==> config.mk <==
export PLATFORM = sky130hd
export DESIGN_NAME = oh_arb4_rr
export DESIGN_NICKNAME = d
export VERILOG_FILES = /design/src/rtl/oh_arb_pkg.sv /design/src/rtl/oh_arb4_rrpick.sv /design/src/rtl/oh_arb4_rr.sv
export SDC_FILE = /design/constraint.sdc
export NUM_CORES = 1
export LEC_CHECK = 0
export CAP_MARGIN = 20
export CORE_AREA = 5 5 42 44
export DETAILED_ROUTE_END_ITERATION = 10
export DIE_AREA = 0 0 47 49
export PLACE_DENSITY_LB_ADDON = 0.15
export SYNTH_ARGS = -nofsm -noshare
export SYNTH_HDL_FRONTEND = slang
export SYNTH_SLANG_ARGS = --single-unit
==> constraint.sdc <==
create_clock -name clk -period 6.7 [get_ports clk]
set_input_delay 1.34 -clock clk [delete_from_list [all_inputs] [get_ports clk]]
set_output_delay 1.34 -clock clk [all_outputs]
set_load 0.1 [all_outputs]
==> src/rtl/oh_arb_pkg.sv <==
// oh_arb_pkg: shared constants, state encoding and index helper for the 4-way round-robin arbiter
package oh_arb_pkg;

    localparam int NREQ = 4;

    typedef enum logic {
        ARB_IDLE = 1'b0,
        ARB_BUSY = 1'b1
    } arb_state_t;

    function automatic logic [1:0] next_idx(input logic [1:0] idx);
        return 2'((32'(idx) + 1) % NREQ);
    endfunction

endpackage

==> src/rtl/oh_arb4_rrpick.sv <==
// oh_arb4_rrpick: combinational round-robin pick (rotate, find-first, un-rotate) over masked requests
module oh_arb4_rrpick
    import oh_arb_pkg::*;
(
    input  logic [NREQ-1:0] req,
    input  logic [1:0]      ptr,
    input  logic [NREQ-1:0] mask,
    output logic [NREQ-1:0] onehot,
    output logic [1:0]      idx,
    output logic            any
);

    logic [NREQ-1:0] m;
    logic [NREQ-1:0] rot;
    logic [1:0]      first;

    assign m      = req & mask;
    assign rot    = 4'({m, m} >> ptr);
    assign first  = rot[0] ? 2'd0 : rot[1] ? 2'd1 : rot[2] ? 2'd2 : 2'd3;
    assign idx    = first + ptr;
    assign any    = |m;
    assign onehot = any ? 4'b0001 << idx : 4'b0000;

endmodule

==> src/rtl/oh_arb4_rr.sv <==
// oh_arb4_rr: 4-requester round-robin arbiter, registered one-hot grant, optional bounded hold (stats via OH_ARB4_STATS_EN)
module oh_arb4_rr
    import oh_arb_pkg::*;
#(
    parameter     PROP    = "DEFAULT",
    parameter int MAXHOLD = 0,
    parameter int CW      = 8
) (
    input  logic            clk,
    input  logic            nreset,
    input  logic            en,
    input  logic [NREQ-1:0] req,
    input  logic [NREQ-1:0] lock,
    output logic [NREQ-1:0] grant,
    output logic            valid,
    output logic [1:0]      owner
`ifdef OH_ARB4_STATS_EN
    ,
    output logic [NREQ*CW-1:0] stats
`endif
);

    localparam int            HW   = MAXHOLD > 1 ? $clog2(MAXHOLD) : 1;
    localparam logic [HW-1:0] HMAX = HW'(MAXHOLD - 1);

    arb_state_t      state, state_n;
    logic [1:0]      ptr, ptr_n, owner_n, pick_idx;
    logic [HW-1:0]   hold_cnt, hold_n;
    logic [NREQ-1:0] grant_n, pick_oh;
    logic            pick_any, busy, release_c, preempt, rearb;

    assign busy      = state == ARB_BUSY;
    assign release_c = busy && !req[owner];
    assign preempt   = busy && MAXHOLD > 0 && hold_cnt == HMAX && !lock[owner] && |(req & ~grant);
    assign rearb     = !busy || release_c || preempt;
    assign valid     = |grant;

    oh_arb4_rrpick u_pick (
        .req    (req),
        .ptr    (ptr),
        .mask   (~grant),
        .onehot (pick_oh),
        .idx    (pick_idx),
        .any    (pick_any)
    );

    // next state: hold the owner, or re-arbitrate on idle/release/preemption excluding the current owner
    always_comb begin
        state_n = state;
        grant_n = grant;
        owner_n = owner;
        ptr_n   = ptr;
        hold_n  = hold_cnt == HMAX ? hold_cnt : hold_cnt + 1'b1;
        if (rearb) begin
            hold_n  = '0;
            state_n = en && pick_any ? ARB_BUSY : ARB_IDLE;
            grant_n = en && pick_any ? pick_oh : '0;
            owner_n = en && pick_any ? pick_idx : 2'd0;
            ptr_n   = en && pick_any ? next_idx(pick_idx) : ptr;
        end
    end

    // state, pointer, hold counter and grant registers
    always_ff @(posedge clk) begin
        if (!nreset) begin
            state    <= ARB_IDLE;
            grant    <= '0;
            owner    <= 2'd0;
            ptr      <= 2'd0;
            hold_cnt <= '0;
        end else begin
            state    <= state_n;
            grant    <= grant_n;
            owner    <= owner_n;
            ptr      <= ptr_n;
            hold_cnt <= hold_n;
        end
    end

`ifdef OH_ARB4_STATS_EN
    logic [NREQ-1:0] rise;

    assign rise = grant_n & ~grant;

    // per-master saturating count of grant rising edges
    always_ff @(posedge clk) begin
        if (!nreset) begin
            stats <= '0;
        end else begin
            for (int i = 0; i < NREQ; i++)
                if (rise[i] && stats[i*CW +: CW] != {CW{1'b1}})
                    stats[i*CW +: CW] <= stats[i*CW +: CW] + 1'b1;
        end
    end
`endif

endmodule

==> flow_summary.json <==
{
  "netlist_area_sq_um": 607,
  "status": "finished, final reports clean",
  "io_pins": 18,
  "synth_area_leaders": "dfxtp_1 (30%), a21boi_0 (4.9%), ha_1 (4.1%), nor2b_1 (4.1%), mux4_2 (3.7%)",
  "worstSkewPairLatency_ns": 0.25,
  "core_sq_um": 1400,
  "n_antenna_cell": 0,
  "setup_viol": 0,
  "synth_seq_cells": 9,
  "rsz0062_at_grt": "no",
  "min_from": "busy",
  "fin_crit_sh": 0.549,
  "grt_pass1_wl_mm": 2.29,
  "ys_warn_count": 0,
  "fin_skew_ns": 0.000982,
  "crit_path_start_kind": "input port",
  "p_leak_nw": 0.282,
  "critPathBufInv": 1,
  "crit_type": "input port to register",
  "r2r_slack_ns": 4.30,
  "slowest_stage": "nor4_2",
  "fin_setup_tns_ns": 0,
  "cts_hold_buf": 0,
  "cts_setup_buffers": 0,
  "cts_tree": "done",
  "drive_gt1_frac": 0.123,
  "slew_headroom": 0.347,
  "cp-end-kind": "register",
  "h-tree-depth": 1,
  "max_clock_freq_mhz": 272,
  "yosysUniqueCellTypes": 36,
  "place_ws_ns": 2.75,
  "hold_viol": 0,
  "fp.dieArea_sq_um": 2300,
  "io_buffers": 13,
  "synth_top_area_cell": "dfxtp_1",
  "worst-endpoint-required_ns": 6.88,
  "grt_usage": 0.129,
  "syn_area_per_cell_sq_um": 9.19,
  "routedWlPerCell_um": 13.2,
  "clk_path_buf_depth": 2,
  "p_per_area_nw_per_um2": 308,
  "cts.repair.resized": 0,
  "die_w_um": 47,
  "cp_common_cell": "o21ai_0",
  "critPathArrivalTime_ns": 3.86,
  "gp_congestion": 0.794,
  "layout_min_cycle_time_ns": 3.68,
  "fill_cells": 135,
  "fp.dieH_um": 49,
  "syn_to_final_growth_pct": 26.4,
  "cts_root_buffer": "clkbuf_4",
  "whs_ns": 0.484,
  "num-nets-final": 95,
  "crit_fanout": 7,
  "min-delay-path-class": "register to register",
  "drc": 0,
  "worst_pin_slew_ns": 0.976,
  "grt_max_degree": 14,
  "grt_antenna_before_repair": 0,
  "synth_seq_area_share": 0.297,
  "maxCapViolCount": 0,
  "synth_top_cell_area_share": 0.297,
  "grt_pass1_vias": 538,
  "syn_nets": 79,
  "whs_endpoint": "busy",
  "holdPathStages": 2,
  "drv_slew": 0,
  "timing.final.ws_setup_ns": 3.02,
  "drt_first_pass_iters": 4,
  "seqCellArea_sq_um": 180,
  "synthCells": 66,
  "r2r-start": "grant[2]",
  "rows": 14,
  "multi_input_area_sq_um": 403,
  "cts_buffers": 3,
  "hpwl_um": 999,
  "via_count": 557,
  "ir_drop_mv": 0.142,
  "rr_endpoint": "owner[1]",
  "gr-total-overflow": 0,
  "first_iter_violations": 9,
  "crit_family": "simple AND/OR/NAND/NOR gates",
  "start_util": 0.433,
  "antenna_left": 0,
  "wl_mm": 1.28,
  "cts.sink_count": 9,
  "clk_pin_slew_ns": 0.06,
  "via_per_inst": 5.74,
  "reg2regPathDepth": 8,
  "slowest_delay_ns": 0.55,
  "cp_cell_sequence": "clkdlybuf4s50_1 -> nor2b_1 -> nor3_1 -> a311oi_1 -> o21ai_0 -> ha_1 -> nor4_2 -> o21ai_0 -> a21boi_0"
}
==> metrics by stage <==
step	area (sq um)	instances	util	total power [mW]
6_report	767	97	0.547	0.236
5_1_grt	767	97	0.547	0.253
4_1_cts	767	97	0.547	0.238
3_5_place_dp	741	93	0.529	0.197
3_3_place_gp	741	93	0.529	0.196
2_1_floorplan	607	66	-	0.170
==> cells in the mapped netlist <==
library cell / instances
nor4b_1: 1
buf_2: 1
mux2_2: 1
o211ai_1: 1
nor3_1: 3
nand2_1: 6
mux4_2: 1
o31ai_1: 1
nor4bb_1: 1
or4_1: 1
nand2b_1: 2
nand3_1: 1
o31a_4: 1
dfxtp_1: 9
or3b_1: 1
or4b_1: 1
and2_4: 1
o41ai_1: 1
buf_6: 1
o211a_1: 1
o21bai_1: 1
a31oi_1: 2
o21ai_0: 4
nor4_2: 1
a311oi_1: 2
ha_1: 2
nor2_2: 1
a21boi_1: 2
inv_1: 2
nor4_1: 1
a21boi_0: 4
nor2_1: 1
a221o_1: 1
nor2b_1: 4
or3b_4: 1
and2_1: 1
==> worst min-delay path, delay by kind of cell, from the launching register on <==
kind	cells	cell delay [ns]
DFF	1	0.32
AOI/OAI and AO/OA	1	0.06
and+or+nand+nor	1	0.05
==> sequential cells by signal, indices dropped and copies added (netlist names) <==
name	cells
busy	1
grant	4
owner	2
ptr	2
==> layout by cell type (no fill, tap or decap), types with 2 or more instances in the layout <==
cell and instances:
o21ai_0 4, dfxtp_1 9, clkbuf_4 3, a311oi_1 2, a21boi_1 2, nand2b_1 2, clkdlybuf4s50_1 13, nand2_1 6
nor2b_1 4, nor3_1 3, ha_1 2, a31oi_1 2, a21boi_0 4, inv_1 2
==> worst max path at each step <==
stage | cells after the start | end | from
floorplan | 1 | valid | grant[3]
global placement | 9 | owner[1] | req[0]
detailed placement | 9 | owner[1] | req[2]
CTS | 9 | owner[1] | req[2]
global route | 9 | owner[1] | req[2]
finish | 9 | owner[1] | req[2]
==> final cells by class <==
| class | instances | share of cell area |
|---|---|---|
| flip-flops and latches | 9 | 0.235 |
| repair buffers | 13 | 0.170 |
| multi-input cells | 53 | 0.525 |
| clock buffers | 4 | 0.0343 |
| well taps | 16 | 0.0261 |
| inverters | 2 | 0.00979 |
==> kinds of logic (layout without fill, tap and decap cells) <==
| kind of cell | Yosys count | in the layout | share of synthesized area |
|---|---|---|---|
| flip-flops | 9 | 9 | 0.297 |
| multiplexers | 2 | 2 | 0.0557 |
| adder cells (fa/ha/maj) | 2 | 2 | 0.0412 |
| AO/OA/AOI/OAI | 21 | 21 | 0.270 |
| AND/OR/NAND/NOR | 28 | 28 | 0.297 |
| buffers and inverters | 4 | 19 | 0.0392 |
==> layer usage <==
| layer | part of all wire | vias up | GRT usage |
|---|---|---|---|
| li1 | - | 288 | - |
| met1 | 0.52 | 255 | 0.184 |
| met2 | 0.44 | 14 | 0.190 |
| met3 | 0.041 | 0 | 0.0221 |
| met4 | 0 | 0 | 0.0461 |
| met5 | 0 | - | 0 |
==> where the power goes <==
group	total [mW]	switching, mW	internal (mW)
registers	0.0708	0.0100	0.0608
clock network	0.0407	0.0178	0.0229
logic	0.125	0.0825	0.0423
Power figures use the tool's default switching activity.
